[config.mk]
export PLATFORM = sky130hd
export DESIGN_NAME = nibble_serial_adder_flat
export DESIGN_NICKNAME = d
export VERILOG_FILES = /design/src/rtl/nibble_serial_adder_if.sv /design/src/rtl/nibble_serial_adder.sv /design/src/flat_wrapper.sv
export SDC_FILE = /design/constraint.sdc
export NUM_CORES = 1
export LEC_CHECK = 0
export ABC_CLOCK_PERIOD_IN_PS = 2500
export BUFFER_PORTS_ARGS = -buffer_cell sky130_fd_sc_hd__clkbuf_2
export CORE_ASPECT_RATIO = 0.75
export CORE_UTILIZATION = 55
export CTS_BUF_LIST = sky130_fd_sc_hd__clkbuf_4 sky130_fd_sc_hd__clkbuf_8 sky130_fd_sc_hd__clkbuf_16
export CTS_CLUSTER_DIAMETER = 60
export DETAILED_ROUTE_END_ITERATION = 16
export PLACE_DENSITY = 0.81
export REMOVE_ABC_BUFFERS = 1
export SYNTH_ARGS = -nofsm -noshare
export SYNTH_HDL_FRONTEND = slang
export SYNTH_SLANG_ARGS = --single-unit
[constraint.sdc]
create_clock -name clk -period 2.5 [get_ports clk]
set_input_delay 0.25 -clock clk [delete_from_list [all_inputs] [get_ports clk]]
set_output_delay 0.25 -clock clk [all_outputs]
set_load 0.03 [all_outputs]
[src/rtl/nibble_serial_adder_if.sv]
// nibble_serial_adder_if: operand and result handshakes for the nibble-serial adder
interface nibble_serial_adder_if #(parameter int WIDTH = 16);
    logic             in_valid;
    logic             in_ready;
    logic [WIDTH-1:0] a;
    logic [WIDTH-1:0] b;
    logic             cin;
    logic             out_valid;
    logic             out_ready;
    logic [WIDTH-1:0] sum;
    logic             cout;
    logic             overflow;
    modport master (
        output in_valid, a, b, cin, out_ready,
        input  in_ready, out_valid, sum, cout, overflow
    );
    modport slave (
        input  in_valid, a, b, cin, out_ready,
        output in_ready, out_valid, sum, cout, overflow
    );
endinterface

[src/rtl/nibble_serial_adder.sv]
// nibble_serial_adder: WIDTH-bit adder built from one 4-bit slice, one nibble per cycle,
// carry held in a register between nibbles; valid/ready on both sides.
module nibble_serial_adder #(
    parameter int WIDTH = 16
) (
    input logic                 clk,
    input logic                 reset,
    nibble_serial_adder_if.slave bus
);
    localparam int N  = WIDTH / 4;
    localparam int CW = $clog2(N);
    typedef enum logic [1:0] {IDLE, RUN, DONE} state_t;
    state_t           r_state;
    logic [CW-1:0]    r_cnt;
    logic             r_carry;
    logic [WIDTH-1:0] r_a;
    logic [WIDTH-1:0] r_b;
    logic [WIDTH-1:0] r_sum;
    logic             r_cout;
    logic             r_ovf;
    logic [4:0]       w_slice;
    // Operands shift right so the active nibble always sits in bits [3:0]
    assign w_slice = {1'b0, r_a[3:0]} + {1'b0, r_b[3:0]} + {4'b0, r_carry};
    always_ff @(posedge clk or posedge reset) begin
        if (reset) begin
            r_state <= IDLE;
            r_cnt   <= '0;
            r_carry <= 1'b0;
            r_a     <= '0;
            r_b     <= '0;
            r_sum   <= '0;
            r_cout  <= 1'b0;
            r_ovf   <= 1'b0;
        end else begin
            case (r_state)
                IDLE: if (bus.in_valid) begin
                    r_a     <= bus.a;
                    r_b     <= bus.b;
                    r_carry <= bus.cin;
                    r_state <= RUN;
                end
                RUN: begin
                    r_a     <= r_a >> 4;
                    r_b     <= r_b >> 4;
                    r_carry <= w_slice[4];
                    r_sum   <= {w_slice[3:0], r_sum[WIDTH-1:4]};
                    r_cnt   <= r_cnt + CW'(1);
                    if (r_cnt == CW'(N - 1)) begin
                        r_cnt   <= '0;
                        r_cout  <= w_slice[4];
                        r_ovf   <= r_a[3] ^ r_b[3] ^ w_slice[3] ^ w_slice[4];
                        r_state <= DONE;
                    end
                end
                DONE: if (bus.out_ready) r_state <= IDLE;
                default: r_state <= IDLE;
            endcase
        end
    end
    assign bus.in_ready  = (r_state == IDLE);
    assign bus.out_valid = (r_state == DONE);
    assign bus.sum       = r_sum;
    assign bus.cout      = r_cout;
    assign bus.overflow  = r_ovf;
endmodule

[src/flat_wrapper.sv]
// flat-port wrapper written by rule: the top's interface ports become plain ports
module nibble_serial_adder_flat 
#(
    parameter int WIDTH = 16
)
  (clk, reset, bus_in_valid, bus_a, bus_b, bus_cin, bus_out_ready, bus_in_ready, bus_out_valid, bus_sum, bus_cout, bus_overflow);
  nibble_serial_adder_if #(.WIDTH(WIDTH)) bus_i ();
  input logic clk;
  input logic reset;
  input wire logic [$bits(bus_i.in_valid)-1:0] bus_in_valid;
  input wire logic [$bits(bus_i.a)-1:0] bus_a;
  input wire logic [$bits(bus_i.b)-1:0] bus_b;
  input wire logic [$bits(bus_i.cin)-1:0] bus_cin;
  input wire logic [$bits(bus_i.out_ready)-1:0] bus_out_ready;
  output wire logic [$bits(bus_i.in_ready)-1:0] bus_in_ready;
  output wire logic [$bits(bus_i.out_valid)-1:0] bus_out_valid;
  output wire logic [$bits(bus_i.sum)-1:0] bus_sum;
  output wire logic [$bits(bus_i.cout)-1:0] bus_cout;
  output wire logic [$bits(bus_i.overflow)-1:0] bus_overflow;
  assign bus_i.in_valid = bus_in_valid;
  assign bus_i.a = bus_a;
  assign bus_i.b = bus_b;
  assign bus_i.cin = bus_cin;
  assign bus_i.out_ready = bus_out_ready;
  assign bus_in_ready = bus_i.in_ready;
  assign bus_out_valid = bus_i.out_valid;
  assign bus_sum = bus_i.sum;
  assign bus_cout = bus_i.cout;
  assign bus_overflow = bus_i.overflow;
  nibble_serial_adder #(.WIDTH(WIDTH)) u_core (.clk(clk), .reset(reset), .bus(bus_i));
endmodule
== Word-level counts from Yosys, hierarchy flattened ==
Cells that the tools add are included.
Widths: inputs -> output; s select.

* Flip-flop bits (word level): 55
* Input port bits: 37
* Output and inout bits: 20
* Word-level logic and storage cells: 36

* Add/subtract/negate cells: 3
* Equal/unequal tests: 6
* Muxes and demuxes: 11
* Bitwise operators: 3
* Reduce and logical (&&, ||, !) cells: 5

{| class="wikitable"
|+ Operators with widths
! kind !! count
|-
| $pmux 16 s2 || 2
|-
| $mux 16 || 2
|-
| $mux 2 || 4
|-
| $pmux 2 s3 || 1
|-
| $add 4x4->5 || 1
|-
| $add 5x1->5 || 1
|-
| $eq 2x2->1 const B || 2
|-
| $ne 2x2->1 const B || 2
|-
| $reduce_and 2->1 || 2
|-
| $reduce_and 3->1 || 1
|-
| $xor 1x1->1 || 3
|-
| $add 2x1->2 const B || 1
|-
| $eq 2x1->1 const B || 1
|-
| $logic_not 2->1 || 1
|-
| $ne 2x1->1 const B || 1
|-
| $pmux 1 s2 || 1
|-
| $reduce_bool 2->1 || 1
|-
| $mux 1 || 1
|}

== Depth between registers and ports, before layout ==
Gate-level depths: netlist of run 1.

* Depth in word-level cells: 4
* Depth in mapped cells: 7

== Worst setup path before layout of run 1 ==
No wires, ideal clock.

* Kind: flip-flop to flip-flop
* Start: reg u_core.r_b[0]
* End: reg u_core.r_ovf (netlist: u_core.bus.overflow)
* Data arrival time: 1.527 ns
* Required time: 2.374 ns
* Slack: 0.847 ns
* Stages on the path, launching flop included: 8
* Buffers on the path: 0
* Period minus slack after synthesis: 1.653 ns
* Cell sequence: dfrtp_1 -> fa_1 -> inv_1 -> fa_1 -> nand2b_1 -> a21oi_1 -> xor2_1 -> o21ai_0

* Cells in the longest elaborated chain, start to end: 4

{| class="wikitable"
|+ Ends and longest elaborated chain
! what !! RTL line !! source
|-
| from (decl) || nibble_serial_adder.sv:17 || <nowiki>logic [WIDTH-1:0] r_b;</nowiki>
|-
| from (signal assigned) || nibble_serial_adder.sv:38 || <nowiki>r_b <= bus.b;</nowiki>
|-
| from (signal assigned) || nibble_serial_adder.sv:44 || <nowiki>r_b <= r_b >> 4;</nowiki>
|-
| $add 4x4->5 * || nibble_serial_adder.sv:23 || <nowiki>assign w_slice = {1'b0, r_a[3:0]} + {1'b0, r_b[3:0]} + {4'b0, r_carry};</nowiki>
|-
| $add 5x1->5 * || nibble_serial_adder.sv:23 ||
|-
| $xor 1x1->1 || nibble_serial_adder.sv:51 || <nowiki>r_ovf <= r_a[3] ^ r_b[3] ^ w_slice[3] ^ w_slice[4];</nowiki>
|-
| $xor 1x1->1 * || nibble_serial_adder.sv:51 ||
|-
| to (signal assigned) || nibble_serial_adder.sv:51 ||
|-
| to (decl) || nibble_serial_adder.sv:20 || <nowiki>logic r_ovf;</nowiki>
|}

Every way passes the cells marked *; elsewhere a longest branch is shown, timed or not.
A chain may end at the register's enable or synchronous reset.

== Worst setup path in the final report of run 1 ==
Same ends and word-level chain as after synthesis.

==> qor.yml, run 1 <==
finalWirelength_um: 4700
setup_viol: 0
vias: 1863
start_util: 0.5728
drtAntennaViolNets: 0
area_growth_pct: 14.95
final_util: 0.6585
min_period_over_period: 0.7139
clock-sinks: 55
die_x_um: 80.53
hold_ws_ns: 0.1041
grt-ovfl-total: 0
async_flop_share: 1.000
status: "complete, no violations"
insertion_delay_ns: 0.31
io_buffers: 56
gp_congestion: 0.7520
yosysWarnings: 0
power_density_nw_per_um2: 1406
worstMarginPinSlew_ns: 0.7467
avgRoutedWirePerCell_um: 12.98
ys_seq_elements: 55
cts.clk_slew.worst_paths_ns: 0.09
clockBufferDepth: 2
drc_errors: 0
drtIter0Drc: 65
fin_tns_setup_ns: 0
hold_buffers: 0
grt_pass1_wl_um: 7879
cts_tree: "built"
synthTopCellsByCount: "nand2_1 (76), dfrtp_1 (55), mux2i_1 (25)"
finalPower_mw: 4.111
synth_area_leader_cell: "dfrtp_1"
ios: 57
grt_pass1_vias: 1781
worstPathMaxFanout: 3
final_max_slew_viol_count: 0
drive_gt1_frac: 0.2426
hold_path.class: "primary input to async pin"
cts-resized-gates: 0
synth_enable_flop_cells: 0
maxCapViolations: 0
rsz0062_at_grt: "no"
hpwlAfterDp_um: 3418
syn_area_per_cell_sq_um: 10.13
fmax_ghz: 0.5603
antenna_found_initial: 0
synth.most_common_cell: "nand2_1"
grt_util_all_layers: 0.2185
cts-root-buf: "clkbuf_8"
synth_area_sq_um: 2544
nets: 347
dr.pass1.iters: 4
die_h_um: 60.90
synth_cells: 251
cts_setup_buffers: 0
core_area_sq_um: 4441
diodes: 0
htreeDepth: 2
end_kind: "flop"
worstPathRequired_ns: 2.70
finalClockSkew_ns: 0.006130
die_area_sq_um: 4904
synth_cell_types: 27
ys_seq_area_frac: 0.5411
leakage_nw: 1.541
synthTopCellsByArea: "dfrtp_1 (54%), nand2_1 (11%), mux2i_1 (9.8%), o21ai_0 (4.1%), o21ai_1 (2.6%)"
peakVddDrop_uv: 917.4
ys.flop_type: "dfrtp_1"
synth_top_area_share: 0.5411
crit_type: "flop to flop"
relSlewSlack: 0.5009
fillers: 386
hold_viol_final: 0
vias_per_cell: 5.146
cts-buffers-inserted: 5
crit_path_start_kind: "flop"
grt_max_degree: 56
rows: 21
period_minus_slack_ns: 1.785
cp.arrival_ns: 1.98
-- per-layer routing --
metal | global-route usage | wire length, um | vias to the layer above | share of wire
li1 | - | - | 931 | -
met5 | 0 | 0 | - | 0
met4 | 0.06122 | 29 | 0 | 0.0062
met3 | 0.06316 | 252 | 5 | 0.054
met2 | 0.3765 | 2280 | 48 | 0.49
met1 | 0.2733 | 2136 | 879 | 0.45
-- cell families after synthesis --
logic type               count (synthesis)  synth area share
AND/OR/NAND/NOR                         92            0.1490
flip-flops                              55            0.5411
AO/OA/AOI/OAI                           48            0.1053
multiplexers                            26            0.1028
buffers and inverters                   21           0.05607
adder cells (fa/ha/maj)                  6           0.03542
XOR/XNOR                                 3           0.01033
-- cell type report --
| class | count | area [sq um] | area share |
|---|---|---|---|
| Sequential cell | 55 | 1376 | 0.4707 |
| Multi-Input combinational cell | 175 | 1032 | 0.3530 |
| Timing Repair Buffer | 61 | 317.8 | 0.1087 |
| Clock buffer | 8 | 103.9 | 0.03552 |
| Tap cell | 57 | 71.32 | 0.02439 |
| Inverter | 6 | 22.52 | 0.007702 |
-- per-stage QoR --
stage | instances | instance area (sq um) | setup slack, ns
after CTS | 362 | 2924 | 0.6919
after detailed placement | 354 | 2820 | 0.7135
final | 362 | 2924 | 0.7153
after global placement | 354 | 2820 | 0.7923
after floorplan | 236 | 2424 | 0.6853
after global routing | 362 | 2924 | 0.5896
-- layout by cell type (no fill, tap or decap), types with 4 or more instances in the layout --
master / instances
inv_1: 5
nor2_1: 5
ha_1: 4
buf_4: 5
nor2b_1: 5
dfrtp_1: 55
clkbuf_8: 7
clkbuf_2: 56
o21ai_1: 13
mux2i_1: 25
nand2_1: 76
o21ai_0: 21
a21oi_1: 7
-- worst max-delay path: stages, from the launching register on --
cell,delay [ns]
dfrtp_1,0.39
fa_1,0.22
inv_1,0.06
fa_1,0.39
nand2b_1,0.16
a21oi_1,0.23
xor2_1,0.16
o21ai_0,0.08
-- sequential cells by signal (all words and copies together) (netlist names) --
register and cells:
u_core.r_state 2, u_core.r_carry 1, u_core.r_b 16, u_core.bus.sum 16
u_core.r_a 16, u_core.bus.cout 1, u_core.r_cnt 2, u_core.bus.overflow 1
-- path summary, 6_finish.rpt --
check / start / to / slack (ns) / cells after the start
worst min-delay path: reset / u_core.bus.sum[10]$_DFFE_PP0P_ / 0.10 / 3
worst min register to register: u_core.bus.sum[1]$_DFFE_PP0P_ / u_core.bus.sum[1]$_DFFE_PP0P_ / 0.48 / 2
worst max-delay path: u_core.r_b[0]$_DFFE_PP0P_ / u_core.bus.overflow$_DFFE_PP0P_ / 0.72 / 7
worst max register to register: u_core.r_b[0]$_DFFE_PP0P_ / u_core.bus.overflow$_DFFE_PP0P_ / 0.72 / 7
max in group asynchronous: reset / u_core.r_a[2]$_DFFE_PP0P_ / 1.96 / 3
min in group clk: bus_out_ready / u_core.r_state[1]$_DFFE_PP0P_ / 0.13 / 2
-- power by group --
part	switching, mW	internal [mW]
registers	0.284	1.30
logic	1.22	0.762
clock network	0.275	0.264
total	1.78	2.33
Note: power is estimated with default switching activity, not from simulation.
==> run 2, diff against run 1 <==
--- a/config.mk
+++ b/config.mk
@@ -5,14 +5,15 @@
 export SDC_FILE = /design/constraint.sdc
 export NUM_CORES = 1
 export LEC_CHECK = 0
-export ABC_CLOCK_PERIOD_IN_PS = 2500
+export ABC_AREA = 1
+export ABC_CLOCK_PERIOD_IN_PS = 1750
 export BUFFER_PORTS_ARGS = -buffer_cell sky130_fd_sc_hd__clkbuf_2
 export CORE_ASPECT_RATIO = 0.75
-export CORE_UTILIZATION = 55
+export CORE_UTILIZATION = 54
 export CTS_BUF_LIST = sky130_fd_sc_hd__clkbuf_4 sky130_fd_sc_hd__clkbuf_8 sky130_fd_sc_hd__clkbuf_16
 export CTS_CLUSTER_DIAMETER = 60
 export DETAILED_ROUTE_END_ITERATION = 16
-export PLACE_DENSITY = 0.81
+export PLACE_DENSITY = 0.8
 export REMOVE_ABC_BUFFERS = 1
 export SYNTH_ARGS = -nofsm -noshare
 export SYNTH_HDL_FRONTEND = slang
==> constraint.sdc (replaced) <==
create_clock -name clk -period 1.75 [get_ports clk]
set_input_delay 0.175 -clock clk [delete_from_list [all_inputs] [get_ports clk]]
set_output_delay 0.175 -clock clk [all_outputs]
set_load 0.03 [all_outputs]
==> qor.yml, run 2 <==
status: "complete, no violations"  # unchanged
synth_area_leader_cell: "dfrtp_1"  # unchanged
async_flop_share: 1.000  # unchanged
max_stage_delay_ns: 0.42  # was 0.39 ns
insertion_delay_ns: 0.31  # about the same
drtAntennaViolNets: 0  # unchanged
avgRoutedWirePerCell_um: 12.57  # was 12.98 um
worstPathRequired_ns: 1.96  # was 2.70 ns
grt-ovfl-total: 0  # unchanged
finalClockSkew_ns: 0.002629  # was 0.006130 ns
synth_cell_types: 22  # was 27
synth_top_area_share: 0.5358  # was 0.5411
drtIter0Drc: 102  # was 65
crit_top_cell: "nand2_1"  # was fa_1
placedInstanceArea_sq_um: 2900  # was 2820 sq um
grt_max_degree: 56  # unchanged
leakage_nw: 1.595  # was 1.541 nW
synth_area_sq_um: 2569  # was 2544 sq um
area_growth_pct: 19.05  # was 14.95%
final_max_slew_viol_count: 0  # unchanged
cts_tree: "built"  # unchanged
power.share.combinational: 0.529  # was 0.483
nets: 405  # was 347
cp.arrival_ns: 1.82  # was 1.98 ns
grt_pass1_wl_um: 8445  # was 7879 um
gp_congestion: 0.8478  # was 0.7520
hold_path.class: "primary input to flop"  # was primary input to async pin
power.internal_mw: 3.583  # was 2.330 mW
hpwlAfterDp_um: 3563  # was 3418 um
fmax_ghz: 0.6232  # was 0.5603 GHz
worstMarginPinSlew_ns: 0.3286  # was 0.7467 ns
vias: 2198  # was 1863
min_period_over_period: 0.9170  # was 0.7139
ys_seq_area_frac: 0.5358  # was 0.5411
yosysWarnings: 0  # unchanged
finalPower_mw: 6.651  # was 4.111 mW
grt_util_all_layers: 0.2279  # was 0.2185
final_area_sq_um: 3058  # was 2924 sq um
antenna_found_initial: 0  # unchanged
worstPathMaxFanout: 3  # unchanged
finalWirelength_um: 5278  # was 4700 um
power_density_nw_per_um2: 2175  # was 1406 nW/um^2
drive_gt1_frac: 0.2369  # was 0.2426
final_cell_mix: "nand2_1 (78), clkbuf_2 (56), dfrtp_1 (55)"  # was nand2_1 (76), clkbuf_2 (56), dfrtp_1 (55)
period_minus_slack_ns: 1.605  # was 1.785 ns
synth_cells: 305  # was 251
clockBufferDepth: 2  # unchanged
final_util: 0.6766  # was 0.6585
die_x_um: 81.64  # was 80.53 um
fillers: 388  # was 386
relSlewSlack: 0.7807  # was 0.5009
cts-buffers-inserted: 5  # unchanged
ys_seq_elements: 55  # unchanged
io_buffers: 56  # unchanged
drc_errors: 0  # unchanged
vias_per_cell: 5.233  # was 5.146
crit_type: "flop to flop"  # unchanged
grt_pass1_vias: 1997  # was 1781
core_area_sq_um: 4519  # was 4441 sq um
clock-sinks: 55  # unchanged
crit_path_start_kind: "flop"  # unchanged
crit_chain: "fa_2 -> inv_2 -> fa_2 -> inv_2 -> nand2_2 -> nand2_1 -> nand2_1 -> nand2_1 -> nand3_1 -> nand2_1"  # was fa_1 -> inv_1 -> fa_1 -> nand2b_1 -> a21oi_1 -> xor2_1 -> o21ai_0
rows: 21  # unchanged
diodes: 0  # unchanged
cts-root-buf: "clkbuf_8"  # unchanged
start_util: 0.5684  # was 0.5728
htreeDepth: 2  # unchanged
synthTopCellsByArea: "dfrtp_1 (54%), nand2_1 (12%), nand3_1 (6.2%), o21ai_0 (6.0%), o21ai_1 (5.7%)"  # was dfrtp_1 (54%), nand2_1 (11%), mux2i_1 (9.8%), o21ai_0 (4.1%), o21ai_1 (2.6%)
peakVddDrop_uv: 1204  # was 917.4 uV
die_area_sq_um: 5040  # was 4904 sq um
slowest_stage: "dfrtp_1"  # unchanged
hold_viol_final: 0  # unchanged
switching_share: 0.4612  # was 0.4332
setup_viol: 0  # unchanged
rsz0062_at_grt: "no"  # unchanged
ys.flop_type: "dfrtp_1"  # unchanged
synth.most_common_cell: "nand2_1"  # unchanged
power_frac_clock: 0.132  # was 0.131
syn_area_per_cell_sq_um: 8.422  # was 10.13 sq um
dr.pass1.iters: 4  # unchanged
pwr-share-seq: 0.339  # was 0.386
synthTopCellsByCount: "nand2_1 (79), dfrtp_1 (55), nand3_1 (32)"  # was nand2_1 (76), dfrtp_1 (55), mux2i_1 (25)
synth_enable_flop_cells: 0  # unchanged
cts.clk_slew.worst_paths_ns: 0.09  # about the same
maxCapViolations: 0  # unchanged
final_common_cell: "nand2_1"  # unchanged
die_h_um: 61.73  # was 60.90 um
p_sw_mw: 3.068  # was 1.781 mW
end_kind: "flop"  # unchanged
ios: 57  # unchanged
[run 2: changes by cell type in the layout (fill, tap and decap cells not counted), moves of 3 or more]
cell     delta
xor2_1      -3
o21ai_1    +16
nand3_1    +32
nor2_1     +18
nor2b_1     -5
buf_4       +3
inv_2       +3
mux2i_1    -25
inv_1      +15
a22o_1      -3
a21oi_1     -6
o21ai_0    +10
[run 2: power by group through the flow]
stage	logic, mW	registers (mW)	clock network, mW
after floorplan	2.10	2.56	0
after global placement	3.33	2.24	0
after detailed placement	3.42	2.28	0
after CTS	3.45	2.25	0.891
after global routing	4.00	2.32	0.947
final	3.52	2.25	0.878
[run 2: cells by family (layout without fill, tap and decap cells)]
logic type,Yosys count,count (layout),share of synthesized area
buf+inv,41,99,0.07306
simple gates,140,140,0.2319
flops,55,55,0.5358
compound gates,63,63,0.1242
fa+ha+maj,6,6,0.03507
[run 2: worst paths after layout]
path                       cells past startpoint                               to                     startpoint  slack, ns
max                                           10  u_core.bus.overflow$_DFFE_PP0P_     u_core.r_carry$_DFFE_PP0P_       0.15
min                                            2    u_core.r_state[1]$_DFFE_PP0P_                  bus_out_ready       0.05
max reg2reg                                   10  u_core.bus.overflow$_DFFE_PP0P_     u_core.r_carry$_DFFE_PP0P_       0.15
min reg2reg                                    2    u_core.bus.sum[2]$_DFFE_PP0P_  u_core.bus.sum[2]$_DFFE_PP0P_       0.49
max in group asynchronous                      4       u_core.r_a[14]$_DFFE_PP0P_                          reset       1.08
min in group asynchronous                      4    u_core.bus.sum[5]$_DFFE_PP0P_                          reset       0.43
[run 2: routing by layer]
metal	vias up	share of wire	global-route usage
li1	1100	-	-
met2	51	0.48	0.4036
met5	-	0	0
met1	1037	0.47	0.2760
met4	0	0.015	0.09524
met3	10	0.039	0.04964
[run 2: cell type report]
class / instances / area [sq um] / area share
inverter: 24 / 90.09 / 0.02946
multi-input combinational: 209 / 1012 / 0.3310
clock inverter: 2 / 35.03 / 0.01146
clock buffer: 6 / 82.58 / 0.02700
sequential: 55 / 1376 / 0.4501
timing repair buffer: 67 / 390.4 / 0.1277
tap: 57 / 71.32 / 0.02332
[run 2: critical path: cells and delay by family (launching register included)]
family,cells,cell delay (ns)
flops,1,0.42
simple gates,6,0.36
fa+ha+maj,2,0.61
buf+inv,2,0.13
[run 2: repair_timing]
item,4_1_cts,5_1_grt
endpoints found under the setup margin,0,2
buffers inserted,0,3
hold buffers,1,0
hold endpoints to repair,55,0
gates resized for setup,0,5
[run 2: stage by stage]
| stage | setup WS [ns] | hold slack (ns) | cells | setup TNS, ns |
|---|---|---|---|---|
| final | 0.1453 | 0.05113 | 420 | 0 |
| after global routing | 0.01105 | 0.04579 | 420 | 0 |
| after detailed placement | 0.09164 | 0.2332 | 408 | 0 |
| after global placement | 0.1591 | 0.2323 | 408 | 0 |
| after floorplan | -0.2025 | 0.2715 | 288 | -4.485 |
| after CTS | 0.08044 | 0.05344 | 417 | 0 |
